### src/rtl/rx_ctrl_fsm.sv
// Serial receive control FSM driving a bit-period timer and a data-bit counter.
// Optional 2-of-3 majority line filter enabled by defining RX_GLITCH_FILTER_EN.
module rx_ctrl_fsm #(
  parameter int STOP_BITS = 1
) (
  input  logic clk,
  input  logic rst,
  input  logic serial_in,
  input  logic bit_tick,
  input  logic bits_done,
  input  logic data_read,
  output logic timer_clear,
  output logic timer_enable,
  output logic bitcnt_clear,
  output logic bitcnt_enable,
  output logic shift_enable,
  output logic load_buffer,
  output logic busy,
  output logic data_ready,
  output logic framing_error,
  output logic overrun_error
);

  typedef enum logic [2:0] {IDLE, START, DATA, STOP, LOAD} state_t;

  localparam logic [1:0] STOP_N = 2'(STOP_BITS);

  state_t     state_q, state_d;
  logic [1:0] stop_cnt_q, stop_cnt_d;
  logic       prev_rx_q, prev_rx_d;
  logic       data_ready_q, data_ready_d;
  logic       framing_q, framing_d;
  logic       overrun_q, overrun_d;
  logic       rx, fall;

`ifdef RX_GLITCH_FILTER_EN
  logic [2:0] samp_q, samp_d;

  assign samp_d = {samp_q[1:0], serial_in};
  // 2-of-3 vote: a single-cycle excursion never wins a majority
  assign rx = (samp_q[0] & samp_q[1]) | (samp_q[0] & samp_q[2]) | (samp_q[1] & samp_q[2]);

  always_ff @(posedge clk or posedge rst) begin
    if (rst) samp_q <= 3'b111;
    else     samp_q <= samp_d;
  end
`else
  assign rx = serial_in;
`endif

  assign fall      = prev_rx_q & ~rx;
  assign prev_rx_d = rx;

  always_comb begin
    state_d       = state_q;
    stop_cnt_d    = stop_cnt_q;
    data_ready_d  = data_ready_q;
    framing_d     = framing_q;
    overrun_d     = overrun_q;
    timer_clear   = 1'b0;
    timer_enable  = 1'b0;
    bitcnt_clear  = 1'b0;
    bitcnt_enable = 1'b0;
    shift_enable  = 1'b0;
    load_buffer   = 1'b0;

    if (data_read) begin
      data_ready_d = 1'b0;
      overrun_d    = 1'b0;
    end

    case (state_q)
      IDLE: begin
        if (fall) begin
          timer_clear  = 1'b1;
          bitcnt_clear = 1'b1;
          framing_d    = 1'b0;
          state_d      = START;
        end
      end
      START: begin
        timer_enable = 1'b1;
        if (bit_tick) state_d = rx ? IDLE : DATA;
      end
      DATA: begin
        timer_enable = 1'b1;
        if (bits_done) begin
          state_d    = STOP;
          stop_cnt_d = 2'd0;
        end else if (bit_tick) begin
          shift_enable  = 1'b1;
          bitcnt_enable = 1'b1;
        end
      end
      STOP: begin
        timer_enable = 1'b1;
        if (bit_tick) begin
          if (!rx) begin
            framing_d = 1'b1;
            state_d   = IDLE;
          end else if (stop_cnt_q + 2'd1 == STOP_N) begin
            state_d = LOAD;
          end else begin
            stop_cnt_d = stop_cnt_q + 2'd1;
          end
        end
      end
      LOAD: begin
        load_buffer  = 1'b1;
        data_ready_d = 1'b1;
        if (data_ready_q && !data_read) overrun_d = 1'b1;
        state_d = IDLE;
      end
      default: state_d = IDLE;
    endcase

    // strobes stay quiet while reset is held, even if the line is low
    if (rst) begin
      timer_clear   = 1'b0;
      timer_enable  = 1'b0;
      bitcnt_clear  = 1'b0;
      bitcnt_enable = 1'b0;
      shift_enable  = 1'b0;
      load_buffer   = 1'b0;
    end
  end

  always_ff @(posedge clk or posedge rst) begin
    if (rst) begin
      state_q      <= IDLE;
      stop_cnt_q   <= 2'd0;
      prev_rx_q    <= 1'b1;
      data_ready_q <= 1'b0;
      framing_q    <= 1'b0;
      overrun_q    <= 1'b0;
    end else begin
      state_q      <= state_d;
      stop_cnt_q   <= stop_cnt_d;
      prev_rx_q    <= prev_rx_d;
      data_ready_q <= data_ready_d;
      framing_q    <= framing_d;
      overrun_q    <= overrun_d;
    end
  end

  assign busy          = (state_q != IDLE);
  assign data_ready    = data_ready_q;
  assign framing_error = framing_q;
  assign overrun_error = overrun_q;

endmodule

### config.mk
export PLATFORM = sky130hd
export DESIGN_NAME = rx_ctrl_fsm
export DESIGN_NICKNAME = d
export VERILOG_FILES = /design/src/rtl/rx_ctrl_fsm.sv
export SDC_FILE = /design/constraint.sdc
export NUM_CORES = 1
export LEC_CHECK = 0
export BUFFER_PORTS_ARGS = -buffer_cell sky130_fd_sc_hd__clkbuf_2
export CAP_MARGIN = 20
export CELL_PAD_IN_SITES_DETAIL_PLACEMENT = 1
export CELL_PAD_IN_SITES_GLOBAL_PLACEMENT = 1
export CORE_MARGIN = 2
export CORE_UTILIZATION = 35
export CTS_CLUSTER_DIAMETER = 120
export DETAILED_ROUTE_END_ITERATION = 8
export GPL_TIMING_DRIVEN = 0
export PLACE_DENSITY_LB_ADDON = 0.1
export SYNTH_ARGS = -nofsm -noshare
export SYNTH_HDL_FRONTEND = slang
export SYNTH_SLANG_ARGS = --single-unit
### constraint.sdc
create_clock -name clk -period 5.1 [get_ports clk]
set_clock_uncertainty 0.15 [all_clocks]
set_input_delay 0.765 -clock clk [delete_from_list [all_inputs] [get_ports clk]]
set_output_delay 0.765 -clock clk [all_outputs]
set_load 0.005 [all_outputs]
==> results of run 1 <==
-- registers in the layout, summed over array words and instances (netlist names) --
| signal | cells |
|---|---|
| framing_error | 1 |
| overrun_error | 1 |
| prev_rx_q | 1 |
| stop_cnt_q | 2 |
| state_q | 3 |
| data_ready | 1 |
-- critical path, stage by stage (launching register included) --
cell and delay, ps:
dfrtp_1 470, or3_4 410, or3b_1 400, nor2_1 140
buf_4 120, clkbuf_2 100
-- metrics by stage --
stage | hold slack [ps] | setup WS, ps | utilization
after floorplan | 336 | 2670 | -
after global placement | 326 | 2520 | 0.450
after detailed placement | 338 | 2500 | 0.450
after CTS | 354 | 2270 | 0.470
after global routing | 375 | 2170 | 0.470
final | 338 | 2280 | 0.470
-- cells by family after synthesis --
kind of cell / Yosys count / synth area share
fa+ha+maj: 1 / 0.0254
simple gates: 28 / 0.326
buf+inv: 7 / 0.0839
flops: 9 / 0.461
compound gates: 9 / 0.104
-- power by group through the flow --
stage                      Clock, W  Sequential (W)  Combinational [W]
after floorplan                   0       0.0000974          0.0000622
after global placement            0       0.0000999          0.0000914
after global routing      0.0000627        0.000102           0.000103
after CTS                 0.0000606       0.0000989          0.0000922
final                     0.0000569       0.0000988          0.0000903
after detailed placement          0        0.000100          0.0000917
-- cell usage after synthesis (all sizes together) --
library cell / count
buf: 3
or3: 2
dfrtp: 8
nand2: 3
nand3: 4
a31oi: 1
a21oi: 2
and4: 1
or3b: 1
nor2: 5
o21a: 1
inv: 4
nand4: 2
ha: 1
and3b: 1
nor2b: 2
o21ai: 4
a211oi: 1
nand2b: 1
dfstp: 1
nand3b: 1
nor3: 4
nor3b: 1
-- cells in the final DEF, fill, tap and decap left out, drive strengths merged, types with 3 or more instances in the layout --
| master | n |
|---|---|
| clkbuf | 19 |
| dfrtp | 8 |
| nor2 | 5 |
| nor3 | 4 |
| inv | 4 |
| o21ai | 4 |
| nand3 | 4 |
| nand2 | 3 |
| buf | 3 |
-- cell type report --
| type | instances | area (um2) |
|---|---|---|
| Fill cell | 179 | 689 |
| Multi-Input combinational cell | 38 | 224 |
| Tap cell | 15 | 18.8 |
| Timing Repair Buffer | 15 | 75.1 |
| Buffer | 3 | 26.3 |
| Sequential cell | 9 | 226 |
| Inverter | 4 | 15.0 |
| Clock buffer | 4 | 26.3 |
-- worst min-delay path by stage --
stage	end	cells past startpoint
after floorplan	overrun_error	2
after global placement	framing_error	1
after detailed placement	framing_error	1
after CTS	framing_error	2
after global routing	overrun_error	2
final	state_q[0]	2
-- per-layer routing --
layer  wire length [um]  part of all wire  track usage  up-vias
li1                   -                 -            -      228
met1                531              0.46        0.212      211
met2                559              0.49        0.231        6
met3                 24             0.021       0.0391        4
met4                 27             0.024       0.0968        0
met5                  0                 0            0        -
==> impl_metrics.json, run 1 <==
{
  "gp_congestion": 0.724,
  "slew-limit-headroom": 0.747,
  "groute.usage.overall": 0.159,
  "wire_per_inst_um": 13.0,
  "place_area_um2": 586,
  "startpoint": "state_q[2]",
  "pwr-share-comb": 0.367,
  "cts_tree": "built",
  "crit_path_max_fanout": 8,
  "total_power_w": 0.000246,
  "maxCapViolCount": 0,
  "ff2ff_setup_slack_ps": 3430,
  "syn_to_final_growth_pct": 24.4,
  "cts-htree-levels": 1,
  "cts_hold_buf": 0,
  "swShare": 0.355,
  "dr.pass1.iters": 3,
  "setup-tns-final_ps": 0,
  "vias": 449,
  "synth.ff_latch_count": 9,
  "fmax_mhz": 354,
  "hold_violations": 0,
  "clk_pin_slew_ps": 70,
  "grt_pass1_vias": 468,
  "drive_above_1_share": 0.315,
  "cts_buffers": 3,
  "synth_cell_types": 25,
  "finalCriticalPeriod_ps": 2820,
  "p_int_w": 0.000159,
  "p_seq_frac": 0.402,
  "cts.sinks": 9,
  "clock_latency_ps": 270,
  "final_nets": 81,
  "syn_area_per_cell_um2": 9.11,
  "fin_area_um2": 612,
  "critPathArrivalTime_ps": 1910,
  "dp_hpwl_um": 872,
  "cts_buffer_depth": 2,
  "drc": 0,
  "p_sw_w": 0.0000873,
  "period_share": 0.553,
  "vdd_drop_max_uv": 164,
  "rows": 13,
  "critPathCapture": "timer_clear",
  "initial_utilization": 0.378,
  "num_antenna_cells": 0,
  "r2r_end": "framing_error",
  "critical_path_class": "reg2out",
  "r2r_cells": 3,
  "drt_iter0_drc": 3,
  "r2r-start": "state_q[2]",
  "grt_max_degree": 11,
  "grt_overflow": 0,
  "die_h_um": 41.5,
  "hp-class": "in2async",
  "grt_pass1_wl_mm": 2.06,
  "syn_area_um2": 492,
  "yosysSeqAreaShare": 0.461,
  "core_area_mm2": 0.00130,
  "critPathRequiredTime_ps": 4180,
  "synth_cells": 54,
  "cp-start-kind": "register",
  "antenna_found_initial": 0,
  "slew_violations": 0,
  "dpl.cell_count": 84,
  "numPortBuffers": 15,
  "crit_path_end_kind": "primary output",
  "leakage_nw": 0.304,
  "synthDominantAreaCellType": "dfrtp_1",
  "ctsResizeCount": 0,
  "post_cts_buffers": 0,
  "rsz0062_at_grt": "false",
  "yosysWarnings": 0,
  "finalWirelength_mm": 1.14,
  "synth_area_leaders": "dfrtp_1 (41%), dfstp_2 (5.3%), nand3_1 (4.1%)",
  "syn_nets": 61,
  "dieArea_mm2": 0.00172,
  "clockRootBuffer": "clkbuf_4",
  "power.density_mw_per_mm2": 402,
  "viasPerCell": 5.10,
  "yosysTopAreaCellShare": 0.407,
  "die_w_um": 41.5,
  "ios": 16,
  "fin_cells": 88,
  "postRouteAntennaNets": 0,
  "p_clk_frac": 0.231,
  "final-setup-viol-count": 0,
  "status": "complete, no violations",
  "tightest_slew_ps": 380
}
Note: power is estimated with default switching activity, not from simulation.
==> inputs of run 2 (changes only) <==
CORE_UTILIZATION = 34   (was 35)
clock period = 2.94 ns   (was 5.1 ns; I/O delays follow)
==> run 2 against run 1 <==
Compared with the run above: total power rose by 76%; final cell count did not move; global-route usage rose by 0.73 points; non-clock buffer count did not move; first-iteration DRC count rose to 4.0 times the previous value; setup slack got worse by 1900 ps; combinational power rose by 83%; via count rose by 1.3%; wire length rose by 7.1%; final area did not move; sequential power rose by 75%.
==> impl_metrics.json, run 2 (same netlist as run 1, synthesis figures left out) <==
{
  "hp-class": "in2async",
  "status": "complete, no violations",
  "swShare": 0.365,
  "grt_pass1_vias": 448,
  "wire_per_inst_um": 13.9,
  "crit_path_end_kind": "primary output",
  "nFillCells": 170,
  "grt_pass1_wl_mm": 2.08,
  "finalCriticalPeriod_ps": 2520,
  "multi_input_area_um2": 224,
  "fin_cells": 88,
  "critical_path_class": "reg2out",
  "ctsResizeCount": 0,
  "final_common_cell": "clkbuf_2",
  "syn_to_final_growth_pct": 24.4,
  "grt_overflow": 0,
  "antenna_found_initial": 0,
  "dieArea_mm2": 0.00177,
  "cts_buffer_depth": 2,
  "die_w_um": 42.0,
  "finalWirelength_mm": 1.22,
  "drc": 0,
  "clock_latency_ps": 270,
  "maxCapViolCount": 0,
  "viasPerCell": 5.17,
  "tightest_slew_ps": 385,
  "period_share": 0.856,
  "numPortBuffers": 15,
  "seqCellArea_um2": 226,
  "cts.sinks": 9,
  "post_cts_buffers": 0,
  "met2_usage": 0.228,
  "dpl.cell_count": 84,
  "rsz0062_at_grt": "false",
  "num_antenna_cells": 0,
  "cts_hold_buf": 0,
  "drive_above_1_share": 0.315,
  "p_int_w": 0.000275,
  "total_power_w": 0.000434,
  "grt_max_degree": 11,
  "dp_hpwl_um": 942,
  "vias": 455,
  "setup-tns-final_ps": 0,
  "groute.usage.overall": 0.167,
  "largest_reg_flops": 3,
  "clockRootBuffer": "clkbuf_4",
  "critPathRequiredTime_ps": 2350,
  "hold_violations": 0,
  "largest-register": "state_q",
  "clk_pin_slew_ps": 60,
  "crit_path_max_fanout": 9,
  "grt_use_met3": 0.0733,
  "cts_buffers": 3,
  "mostFrequentLayoutCells": "clkbuf_2 (15), dfrtp_1 (8), nor2_1 (5)",
  "dr.pass1.iters": 4,
  "p_sw_w": 0.000158,
  "cts_tree": "built",
  "cp-start-kind": "register",
  "critPathArrivalTime_ps": 1930,
  "initial_utilization": 0.369,
  "fmax_mhz": 397,
  "ios": 16,
  "vdd_drop_max_uv": 357,
  "final_nets": 81,
  "gp_congestion": 0.709,
  "drt_iter0_drc": 12,
  "top_regs": "state_q: 3 flops, stop_cnt_q: 2 flops",
  "slew-limit-headroom": 0.743,
  "slew_violations": 0,
  "pwr-share-comb": 0.381,
  "p_seq_frac": 0.400,
  "die_h_um": 42.0,
  "ff2ff_setup_slack_ps": 1250,
  "grt-busiest-layer": "met2",
  "postRouteAntennaNets": 0,
  "rows": 13,
  "p_clk_frac": 0.219,
  "core_area_mm2": 0.00133,
  "leakage_nw": 0.304,
  "grt.met1_usage": 0.203,
  "power.density_mw_per_mm2": 709,
  "final-setup-viol-count": 0,
  "cts-htree-levels": 1
}
-- run 2: power groups by stage --
| stage | Sequential (W) | Combinational [W] | Clock [W] |
|---|---|---|---|
| after global routing | 0.000177 | 0.000182 | 0.000105 |
| after detailed placement | 0.000176 | 0.000166 | 0 |
| after floorplan | 0.000169 | 0.000108 | 0 |
| after CTS | 0.000175 | 0.000166 | 0.000100 |
| final | 0.000173 | 0.000165 | 0.0000950 |
| after global placement | 0.000173 | 0.000160 | 0 |
-- run 2: final timing paths --
| check | start | to | depth (start not counted) |
|---|---|---|---|
| max in group asynchronous | rst | prev_rx_q | 2 |
| max reg2reg | state_q[0] | framing_error | 4 |
| min | rst | state_q[0] | 2 |
| max | state_q[0] | timer_clear | 6 |
| min in group clk | serial_in | prev_rx_q | 1 |
| min reg2reg | overrun_error | overrun_error | 2 |
-- run 2: critical path, stage by stage (launching register included) --
cell and delay (ps):
dfrtp_1 380, buf_6 140, or3_4 360, or3b_1 410, nor2_1 140, buf_4 120
clkbuf_2 100
-- run 2: routing by layer --
layer	vias to the layer above	wire (um)
met5	-	0
met4	0	39
met3	4	54
met2	7	545
met1	215	583
li1	229	-
-- run 2: layout make-up --
| class | instances | area share |
|---|---|---|
| tap | 15 | 0.0307 |
| inverter | 4 | 0.0245 |
| buffer | 3 | 0.0429 |
| clock buffer | 4 | 0.0429 |
| timing repair buffer | 15 | 0.123 |
| sequential | 9 | 0.370 |
| multi-input combinational | 38 | 0.366 |
-- run 2: metrics by stage --
step / hold slack [ps] / area [um2] / setup WS [ps] / util
after floorplan: 124 / 492 / 838 / -
after global placement: 310 / 586 / 742 / 0.439
after detailed placement: 315 / 586 / 704 / 0.439
after CTS: 22.9 / 612 / 401 / 0.459
after global routing: 29.8 / 612 / 342 / 0.459
final: 18.2 / 612 / 422 / 0.459
==> inputs of run 3 (changes only) <==
CORE_ASPECT_RATIO = 0.9   (was not set)
==> run 3 against run 2 <==
Compared with the run above: total power fell by 1.9%; sequential cell count is the same; register-to-register slack improved by 50 ps; critical path type unchanged; sequential share of layout area rose by 0.076 points; critical path depth is 1 lower; largest cell class unchanged; via count down 1.1%; combinational power is 3% lower.
==> impl_metrics.json, run 3 (same netlist as run 1, synthesis figures left out) <==
{
  "crit_path_end_kind": "primary output",
  "finalWirelength_mm": 1.10,
  "largest-register": "state_q",
  "ios": 16,
  "post-place-ws_ps": 742,
  "period_share": 0.838,
  "grt_pass1_vias": 386,
  "cp-start-kind": "register",
  "final_common_cell": "clkbuf_2",
  "ctsResizeCount": 0,
  "cts_tree": "built",
  "slew-limit-headroom": 0.755,
  "grt_max_degree": 11,
  "die_h_um": 40.1,
  "cts_buffer_depth": 2,
  "groute.usage.overall": 0.149,
  "cp_cell_sequence": "or3_4 > or3b_1 > nor2_1 > buf_4 > clkbuf_2",
  "top_layer_used": "met4",
  "mostFrequentLayoutCells": "clkbuf_2 (15), dfrtp_1 (8), nor2_1 (5)",
  "largest_reg_flops": 3,
  "clk_pin_slew_ps": 60,
  "numPortBuffers": 15,
  "hold_violations": 0,
  "r2r-start": "state_q[2]",
  "slew_violations": 0,
  "hp-class": "in2async",
  "place_area_um2": 584,
  "initial_utilization": 0.381,
  "drive_above_1_share": 0.315,
  "grt_overflow": 0,
  "fin_area_um2": 611,
  "leakage_nw": 0.304,
  "wire_per_inst_um": 12.7,
  "vias": 450,
  "setup_slack_ps": 477,
  "vdd_drop_max_uv": 404,
  "tightest_slew_ps": 368,
  "status": "complete, no violations",
  "worst_path_max_delay_cell": "dfrtp_1",
  "cts_buffers": 3,
  "r2r_cells": 3,
  "viasPerCell": 5.17,
  "clockRootBuffer": "clkbuf_4",
  "critPathRequiredTime_ps": 2350,
  "top_regs": "state_q: 3 flops, stop_cnt_q: 2 flops",
  "crit_path_max_fanout": 8,
  "rsz0062_at_grt": "false",
  "die_w_um": 44.1,
  "fmax_mhz": 406,
  "dieArea_mm2": 0.00177,
  "wl_met2_um": 486,
  "maxCapViolCount": 0,
  "postRouteAntennaNets": 0,
  "r2r_end": "framing_error",
  "syn_to_final_growth_pct": 24.2,
  "setup-tns-final_ps": 0,
  "dr_wl_met3_um": 57,
  "finalCoreUtilization": 0.473,
  "final_nets": 81,
  "total_power_w": 0.000426,
  "finalCriticalPeriod_ps": 2460,
  "post_cts_buffers": 0,
  "clock_latency_ps": 260,
  "met1Wirelength_um": 551,
  "drc": 0,
  "grt_pass1_wl_mm": 1.77,
  "cts_hold_buf": 0,
  "gp_congestion": 0.720,
  "ff2ff_setup_slack_ps": 1300,
  "num_antenna_cells": 0,
  "cts-htree-levels": 1,
  "dp_hpwl_um": 862,
  "cpPeakStageDelay_ps": 460,
  "critPathArrivalTime_ps": 1870,
  "power.density_mw_per_mm2": 697,
  "core_area_mm2": 0.00129,
  "critical_path_class": "reg2out",
  "rows": 12,
  "cts.sinks": 9,
  "dr.pass1.iters": 3,
  "nFillCells": 174,
  "antenna_found_initial": 0,
  "final-setup-viol-count": 0,
  "drt_iter0_drc": 6
}
==> run 3: area by class of cell <==
type,count,area [um2],share of cell area
sequential,9,226,0.371
inverter,4,15.0,0.0246
buffer,3,26.3,0.0430
tap,14,17.5,0.0287
clock buffer,4,26.3,0.0430
timing repair buffer,15,75.1,0.123
multi-input combinational,38,224,0.367
==> run 3: worst max path at each step <==
stage	slack (ps)	endpoint	startpoint	cells past startpoint
2_1_floorplan	840	timer_clear	state_q[0]	5
3_3_place_gp	760	timer_clear	state_q[2]	5
3_5_place_dp	740	timer_clear	state_q[2]	5
4_1_cts	460	timer_clear	state_q[2]	5
5_1_grt	360	timer_clear	state_q[2]	5
6_report	480	timer_clear	state_q[2]	5
==> run 3: stage by stage <==
step                      instances  hold WS (ps)
after detailed placement         83           316
after global placement           83           313
after CTS                        87          35.0
final                            87          17.7
after global routing             87          46.8
after floorplan                  54           124
==> run 3: metal layers <==
layer | up-vias | global-route usage
li1 | 226 | -
met5 | - | 0
met1 | 213 | 0.193
met2 | 9 | 0.221
met4 | 0 | 0.0227
met3 | 2 | 0.0811
==> run 3: report_power, final <==
| group | total, W | switching, W | leakage [nW] | internal (W) |
|---|---|---|---|---|
| sequential | 0.000172 | 0.0000243 | 0.118 | 0.000147 |
| combinational | 0.000160 | 0.0000841 | 0.172 | 0.0000756 |
| clock | 0.0000944 | 0.0000421 | 0.0150 | 0.0000522 |
==> run 3: worst max-delay path: cells and delay by family, from the launching register on <==
family	cells	cell delay, ps
simple gates	3	940
flops	1	460
buf+inv	2	210
